<file path="src/rtl/vga_rx_monitor.sv">
// rtl/vga_rx_monitor.sv - VGA receive-side checker: recovers pixel coordinates from the sync stream,
// checks line/frame timing, tracks lock and counts lit pixels per frame.

module vga_rx_monitor #(
    parameter int H_ACTIVE    = 640,
    parameter int H_TOTAL     = 800,
    parameter int V_ACTIVE    = 480,
    parameter int V_TOTAL     = 525,
    parameter int LIT_THRESH  = 128,
    parameter int LOCK_FRAMES = 2
) (
    input  logic        clock,
    input  logic        reset,
    input  logic        vga_hs,
    input  logic        vga_vs,
    input  logic        vga_blank_n,
    input  logic [7:0]  vga_r,
    input  logic [7:0]  vga_g,
    input  logic [7:0]  vga_b,
    output logic [9:0]  rx_x,
    output logic [9:0]  rx_y,
    output logic        rx_valid,
    output logic        rx_lit,
    output logic        frame_done,
    output logic [18:0] frame_lit,
    output logic        locked,
    output logic        err_hline,
    output logic        err_vframe,
    output logic        err_active
);

    localparam logic [9:0] H_ACTIVE_C = 10'(H_ACTIVE);
    localparam logic [9:0] H_TOTAL_C  = 10'(H_TOTAL);
    localparam logic [9:0] V_ACTIVE_C = 10'(V_ACTIVE);
    localparam logic [9:0] V_TOTAL_C  = 10'(V_TOTAL);
    localparam logic [7:0] LIT_C      = 8'(LIT_THRESH);
    localparam logic [7:0] LOCK_C     = 8'(LOCK_FRAMES);
    localparam logic [9:0] CNT_MAX    = 10'h3FF;

    typedef enum logic [1:0] {
        SEEK    = 2'd0,
        LOCKING = 2'd1,
        LOCKED  = 2'd2
    } state_t;

    state_t      state_q, state_d;
    logic [7:0]  clean_q, clean_d;
    logic        dirty_q, dirty_d;

    logic        prev_hs, prev_vs;
    logic [9:0]  h_cnt, x_cnt, y_cnt, v_cnt;
    logic [18:0] lit_cnt;

    logic        hs_fall, vs_fall;
    logic        lit, pix_lit;
    logic        line_act;
    logic [9:0]  v_line, y_line;
    logic        frame_chk;
    logic        hline_err, hact_err, vframe_err, vact_err, any_err;
    logic [18:0] lit_sum;

    // Sync edges compare the previous registered level against the live input.
    assign hs_fall  = prev_hs & ~vga_hs;
    assign vs_fall  = prev_vs & ~vga_vs;

    assign lit      = (vga_r >= LIT_C) && (vga_g >= LIT_C) && (vga_b >= LIT_C);
    assign pix_lit  = lit & vga_blank_n;
    assign line_act = (x_cnt != 10'd0);

    // Line-end updates are folded in first so a coincident vsync sees the finished line.
    assign v_line = (hs_fall && v_cnt != CNT_MAX) ? v_cnt + 10'd1 : v_cnt;
    assign y_line = (hs_fall && line_act && y_cnt != CNT_MAX) ? y_cnt + 10'd1 : y_cnt;

    assign frame_chk  = vs_fall && (state_q != SEEK);
    assign hline_err  = hs_fall && (state_q != SEEK) && (h_cnt != H_TOTAL_C);
    assign hact_err   = hs_fall && line_act && (x_cnt != H_ACTIVE_C);
    assign vframe_err = frame_chk && (v_line != V_TOTAL_C);
    assign vact_err   = frame_chk && (y_line != V_ACTIVE_C);
    assign any_err    = hline_err | hact_err | vframe_err | vact_err;

    assign lit_sum = lit_cnt + 19'((pix_lit && lit_cnt != '1) ? 1 : 0);

    always_comb begin
        state_d = state_q;
        clean_d = clean_q;
        dirty_d = dirty_q;
        case (state_q)
            SEEK: begin
                if (vs_fall) begin
                    state_d = LOCKING;
                    clean_d = 8'd0;
                    dirty_d = 1'b0;
                end
            end
            LOCKING: begin
                if (vs_fall) begin
                    dirty_d = 1'b0;
                    if (any_err || dirty_q) begin
                        clean_d = 8'd0;
                    end else if ((clean_q + 8'd1) >= LOCK_C) begin
                        state_d = LOCKED;
                        clean_d = 8'd0;
                    end else begin
                        clean_d = clean_q + 8'd1;
                    end
                end else if (any_err) begin
                    clean_d = 8'd0;
                    dirty_d = 1'b1;
                end
            end
            LOCKED: begin
                // A mid-frame error taints the frame in progress; one on vsync does not carry over.
                if (any_err) begin
                    state_d = LOCKING;
                    clean_d = 8'd0;
                    dirty_d = ~vs_fall;
                end
            end
            default: begin
                state_d = SEEK;
                clean_d = 8'd0;
                dirty_d = 1'b0;
            end
        endcase
    end

    always_ff @(posedge clock or negedge reset) begin
        if (!reset) begin
            state_q    <= SEEK;
            clean_q    <= 8'd0;
            dirty_q    <= 1'b0;
            prev_hs    <= 1'b0;
            prev_vs    <= 1'b0;
            h_cnt      <= 10'd0;
            x_cnt      <= 10'd0;
            y_cnt      <= 10'd0;
            v_cnt      <= 10'd0;
            lit_cnt    <= 19'd0;
            rx_x       <= 10'd0;
            rx_y       <= 10'd0;
            rx_valid   <= 1'b0;
            rx_lit     <= 1'b0;
            frame_done <= 1'b0;
            frame_lit  <= 19'd0;
            locked     <= 1'b0;
            err_hline  <= 1'b0;
            err_vframe <= 1'b0;
            err_active <= 1'b0;
        end else begin
            prev_hs <= vga_hs;
            prev_vs <= vga_vs;

            rx_x     <= x_cnt;
            rx_y     <= y_cnt;
            rx_valid <= vga_blank_n;
            rx_lit   <= pix_lit;

            if (hs_fall) begin
                h_cnt <= 10'd1;
            end else if (h_cnt != CNT_MAX) begin
                h_cnt <= h_cnt + 10'd1;
            end

            if (hs_fall) begin
                x_cnt <= 10'd0;
            end else if (vga_blank_n && x_cnt != CNT_MAX) begin
                x_cnt <= x_cnt + 10'd1;
            end

            if (vs_fall) begin
                y_cnt     <= 10'd0;
                v_cnt     <= 10'd0;
                frame_lit <= lit_sum;
                lit_cnt   <= 19'd0;
            end else begin
                y_cnt   <= y_line;
                v_cnt   <= v_line;
                lit_cnt <= lit_sum;
            end

            frame_done <= frame_chk;

            if (hline_err) begin
                err_hline <= 1'b1;
            end
            if (vframe_err) begin
                err_vframe <= 1'b1;
            end
            if (hact_err || vact_err) begin
                err_active <= 1'b1;
            end

            state_q <= state_d;
            clean_q <= clean_d;
            dirty_q <= dirty_d;
            locked  <= (state_d == LOCKED);
        end
    end

endmodule

</file>
<file path="config.mk">
export PLATFORM = sky130hd
export DESIGN_NAME = vga_rx_monitor
export DESIGN_NICKNAME = d
export VERILOG_FILES = /design/src/rtl/vga_rx_monitor.sv
export SDC_FILE = /design/constraint.sdc
export NUM_CORES = 1
export LEC_CHECK = 0
export CAP_MARGIN = 20
export CORE_UTILIZATION = 45
export CTS_BUF_LIST = sky130_fd_sc_hd__clkbuf_4
export DETAILED_ROUTE_END_ITERATION = 7
export GPL_TIMING_DRIVEN = 0
export PLACE_DENSITY = 0.82
export SKIP_CTS_REPAIR_TIMING = 1
export SLEW_MARGIN = 20
export SYNTH_ARGS = -nofsm -noshare
export SYNTH_HDL_FRONTEND = slang
export SYNTH_SLANG_ARGS = --single-unit
export TNS_END_PERCENT = 5
</file>
<file path="constraint.sdc">
create_clock -name clock -period 2.37 [get_ports clock]
set_input_delay 0.237 -clock clock [delete_from_list [all_inputs] [get_ports clock]]
set_output_delay 0.237 -clock clock [all_outputs]
set_load 0.05 [all_outputs]
</file>
Word-level counts from Yosys, hierarchy flattened
Cells that the tools add are included.
- flip-flop bits (word level): 118
- bits of input ports: 29
- output and inout bits: 46
- word-level logic and storage cells: 102
- add/subtract/negate cells: 6
- $lt $le $gt $ge: 4
- equal/unequal tests: 15
- multiplexer cells: 27
- bitwise operators: 9
- reductions and logical operators: 21
- operators with widths (operator ; count):
    $mux W10 ; 8
    $ne A10 B10 Y1 const B ; 7
    $add A10 B1 Y10 const B ; 4
    $mux W8 ; 5
    $ge A8 B8 Y1 const B ; 3
    $pmux W8 S3 ; 1
    $add A19 B1 Y19 ; 1
    $mux W19 ; 1
    $ne A19 B19 Y1 const B ; 1
    $logic_and A1 B1 Y1 ; 13
    $mux W2 ; 5
    $ne A10 B9 Y1 const B ; 1
    $reduce_bool A10 Y1 ; 1
    $add A8 B1 Y8 const B ; 1
    $ge A8 B2 Y1 const B ; 1
    $pmux W2 S3 ; 1
    $reduce_bool A2 Y1 ; 3
    $mux W1 ; 5
    $eq A2 B2 Y1 const B ; 2
    $ne A2 B2 Y1 const B ; 2
    $and A1 B1 Y1 ; 3
    $ne A3 B3 Y1 const B ; 1
    $not A1 Y1 ; 3
    $or A1 B1 Y1 ; 3
    5 further kinds ; 6

Depth between registers and ports, before layout
- depth after elaboration: 13
- depth in mapped cells: 12
- mapped depth without buffers: 12

Worst setup path after synthesis
OpenSTA, ideal clock, no wires.
- path kind: reg2reg
- start: reg x_cnt[0]
- end: reg locked
- arrival time: 2486 ps
- data required time: 2297 ps
- slack: -189 ps
- cell stages (with the launch flop): 10
- clock period less this slack: 2559 ps
- path through: dfrtp_1 -> inv_1 -> ha_1 -> or3b_2 -> o41a_1 -> o41ai_2 -> a31oi_2 -> nor4b_4 -> and4_1 -> a2bb2oi_2
- cells in the longest elaborated chain, start to end: 12
- RTL lines (element ; line ; RTL):
    start, declared ; 51 ; logic [9:0] h_cnt, x_cnt, y_cnt, v_cnt;
    start signal, assigned ; 167 ; x_cnt <= x_cnt + 10'd1;
    $reduce_bool A10 Y1 ; 68 ; assign line_act = (x_cnt != 10'd0);
    $logic_and A1 B1 Y1 ; 72, 76 ;
    $logic_and A1 B1 Y1 ; 72 ; assign y_line = (hs_fall && line_act && y_cnt != CNT_MAX) ? y_cnt + 10'd1 : y_cnt;
    $mux W10 ; 72 ;
    $ne A10 B9 Y1 ; 78 ; assign vact_err = frame_chk && (y_line != V_ACTIVE_C);
    $logic_and A1 B1 Y1 ; 78 ;
    $or A1 B1 Y1 * ; 79 ; assign any_err = hline_err | hact_err | vframe_err | vact_err;
    $logic_or A1 B1 Y1 ; 98 ; if (any_err || dirty_q) begin
    $mux W2 ; 98 ;
    $mux W2 ; 96 ; if (vs_fall) begin
    $pmux W2 S3 * ; 87 ; case (state_q)
    $eq A2 B2 Y1 * ; 196 ; locked <= (state_d == LOCKED);
    end signal, assigned ; 196 ;
    end, declared ; 26 ; output logic locked,
Mark *: on every way between the ends. The rest lies on a longest branch, timed or not.
A chain may end at the register's enable or synchronous reset.

Final worst setup path
- start: reg x_cnt[4]
- end: reg locked
Same word-level chain as after synthesis.

==> results.toml <==
[critical_path]
crit_chain = "or4_4, o41a_1, a21o_2, o2bb2ai_2, nor4b_4, buf_6, and4_4, a2bb2oi_2"
critPathKind = "flip-flop to flip-flop"
worst_setup_path_end_kind = "flip-flop"
r2r_end = "locked"
r2r_slack_ns = -0.37
cp.required_ns = 2.82
crit_path_top_delay_cell = "or4_4"
regToRegStartpoint = "x_cnt[4]"
critPathMaxStageDelay_ns = 0.56
worstPathMaxFanout = 6
cp.arrival_ns = 3.19
worstSetupStartpointType = "flip-flop"
reg2reg_depth = 8

[placed_design]
io_buffers = 53
gp_congestion = 0.904
pre_cts_slack_ns = -0.744
hpwl_mm = 8.02

[timing]
hold_viol_final = 0
fin_crit_ns = 2.74
fin_setup_tns_ns = -3.43
period_share_pct = 116
rsz0062_at_grt = "true"
finalClockSkew_ns = 0.0138
setup_viol = 15
fmax_mhz = 365
slew_viol_final = 0
tightestPinTransition_ns = 0.561
max-slew-margin-rel_pct = 62.6
setup_slack_ns = -0.370

[drt]
drt-vias-per-instance = 5.53
drtIter0Drc = 294
wl_per_cell_um = 15.0
ant_nets = 0
drt_pass1_iterations = 6
route.detailed.drc = 5
vias = 4266
drt-total-wl_mm = 11.5

[synthesis]
yosys_most_used_dff = "dfrtp_1"
synth-edff-count = 0
synth_cell_types = 63
syn_area_um2 = 5460
synthesis.nets = 577
yosys.area_share.adder_pct = 3.21
ys_seq_area_share_pct = 54.1
synthXorXnorAreaFrac_pct = 6.74
synth.area.top_cells = "dfrtp_1, nor2_1, nand2_1, xor2_1, ha_1"
muxShareOfSynthArea_pct = 0.756
syn_avg_cell_area_um2 = 10.2
synth_compound_area_share_pct = 11.5
synth.top_cell.area_share_pct = 54.1
synthCells = 534
synth-seq-cells = 118
synthSimpleGateAreaFrac_pct = 21.4
synth_area_leader_cell = "dfrtp_1"
synth-async-reset-ratio_pct = 100
yosys_warnings = 0
synth_top_family_by_area = "simple AND/OR/NAND/NOR gates"

[pwr]
switching_share_pct = 31.3
ir_drop_v = 0.000290
comb_power_share_pct = 20.7
intPower_mw = 3.25
power.density_nw_per_um2 = 703
p_seq_share_pct = 48.6
leakage_nw = 2.93
clkPwrFrac_pct = 30.7
switchingPower_mw = 1.48

[global_routing]
grt_pass1_vias = 4224
grt_pass1_wl_mm = 19.9
grt-ovfl-total = 0
grt_max_degree = 61
antenna_found_initial = 0
grtUsageTotal_pct = 19.7

[cts]
cts_max_level = 4
clk_pin_slew_ns = 0.10
insertion_delay_ns = 0.52
root_buffer = "clkbuf_4"
ctsLongestPathBuffers = 2
cts_made_buffers = 17
cts.sinks = 118
cts_tree = "done"

[job]
maxCapViolCount = 0

[die]
die-area_um2 = 12600
core_area_um2 = 11600
row_count = 39
die_w_um = 112
start_util_pct = 47.0
die_h_um = 112
boundaryPins = 75

[cells_and_area]
seqCellArea_um2 = 2960
multiInputGateArea_um2 = 2550
nets = 658
drive_gt1_share_pct = 13.1
area_growth_pct = 23.1
nFillCells = 950
antennaDiodeCount = 0

[hold_path]
hp-class = "input port to flip-flop"
holdPathStages = 1
min-delay-start = "vga_vs"
min_to = "prev_vs"

[status]
status = "complete, but fails checks"
violations = "design-rule violations, negative setup slack"
[stage by stage]
stage          power [mW]  utilization, %  cell area (um^2)  std cells  hold WS [ns]
6_report             4.72            57.9              6720        771         0.218
5_1_grt              4.96            57.9              6720        771         0.184
4_1_cts              4.68            55.8              6480        763        -0.314
3_5_place_dp         3.23            53.4              6200        731         0.254
3_3_place_gp         3.18            53.2              6170        730         0.359
2_1_floorplan        2.92               -              5460        534       -0.0586
[power groups by stage]
stage | clock (mW) | combinational (mW) | sequential (mW)
floorplan | 0 | 0.430 | 2.49
finish | 1.45 | 0.979 | 2.30
CTS | 1.48 | 0.913 | 2.29
global placement | 0 | 0.865 | 2.32
global route | 1.57 | 1.07 | 2.31
detailed placement | 0 | 0.905 | 2.33
[cells in the mapped netlist (2+ instances only)]
cell       number
dfrtp_1       118
nor2_1         68
nand2_1        58
o21ai_0        30
xor2_1         24
nand3_1        19
a21oi_1        18
xnor2_1        18
inv_1          15
ha_1           14
nor3_1         14
clkbuf_1       13
nand4_1        13
and2_1          9
or3_1           8
a21boi_1        6
and3_1          6
and4_1          6
a31oi_1         5
a21o_1          3
buf_1           3
mux2i_1         3
nand2b_1        3
nand3b_1        3
nor2b_1         3
nor4_1          3
o21a_1          3
o31ai_1         3
a21o_2          2
a31o_2          2
a32oi_1         2
and4_2          2
buf_2           2
nor4b_4         2
o2111ai_1       2
o2bb2ai_1       2
o311a_1         2
o41a_1          2
[worst max path at each step]
stage               startpoint         end  slack [ns]
global placement         reset    x_cnt[0]       -3.29
finish                x_cnt[4]      locked       -0.37
detailed placement      vga_hs  clean_q[3]       -0.74
CTS                   x_cnt[4]      locked       -0.65
global route          x_cnt[4]      locked       -0.46
floorplan             x_cnt[0]      locked       -0.11
[critical path, delay by kind of cell (launching register included)]
| kind | cells | cell delay, ns |
|---|---|---|
| flops | 1 | 0.45 |
| compound gates | 4 | 1.01 |
| simple gates | 3 | 1.04 |
| buf+inv | 1 | 0.17 |
[layout make-up]
class                   instances  area share (%)
flip-flops and latches        118            44.0
multi-input cells             383            37.9
repair buffers                 63            9.42
well taps                     143            2.66
clock buffers                  19            2.12
clock inverters                13            2.05
plain buffers                  17            1.01
inverters                      15           0.838
[layout by cell type (no fill, tap or decap), types with 3 or more instances in the layout]
cell / n
mux2i_1: 3
ha_4: 3
nand4_1: 13
and3_1: 6
nor2_1: 66
a31oi_1: 5
dfrtp_1: 116
clkinv_1: 6
xor2_1: 24
clkdlybuf4s50_1: 52
nor3_1: 13
nand3_1: 15
and2_1: 9
o21ai_0: 26
nand2_1: 57
buf_1: 3
buf_4: 7
a21o_1: 3
clkbuf_4: 19
xnor2_1: 18
o21a_1: 3
and4_1: 5
or3_1: 8
a21oi_1: 17
bufinv_16: 3
ha_1: 11
a21boi_1: 5
nand2b_1: 3
clkbuf_1: 11
nand3_2: 3
nand3b_1: 3
inv_1: 13
o21ai_1: 5
[logic make-up (layout without fill, tap and decap cells)]
family                     after synthesis  count (layout)
and+or+nand+nor                        229             229
DFF                                    118             118
adders and majority gates               14              14
xor gates and xnor gates                42              42
muxes                                    4               4
AOI/OAI and AO/OA                       94              94
buffers and inverters                   33             127
[sequential cells by signal (all words and copies together), names as in the netlist, 2 cells and up]
signal,flops
rx_x,10
lit_cnt,19
clean_q,8
state_q,2
frame_lit,19
h_cnt,10
rx_y,10
v_cnt,10
y_cnt,10
x_cnt,10
[metal layers]
layer  part of all wire [%]  GRT usage [%]
met5                      0              0
met4                    2.1           8.18
met1                     43           24.4
met3                    5.3           4.91
met2                     50           33.1
No activity file was read; power rests on OpenSTA's default activity.
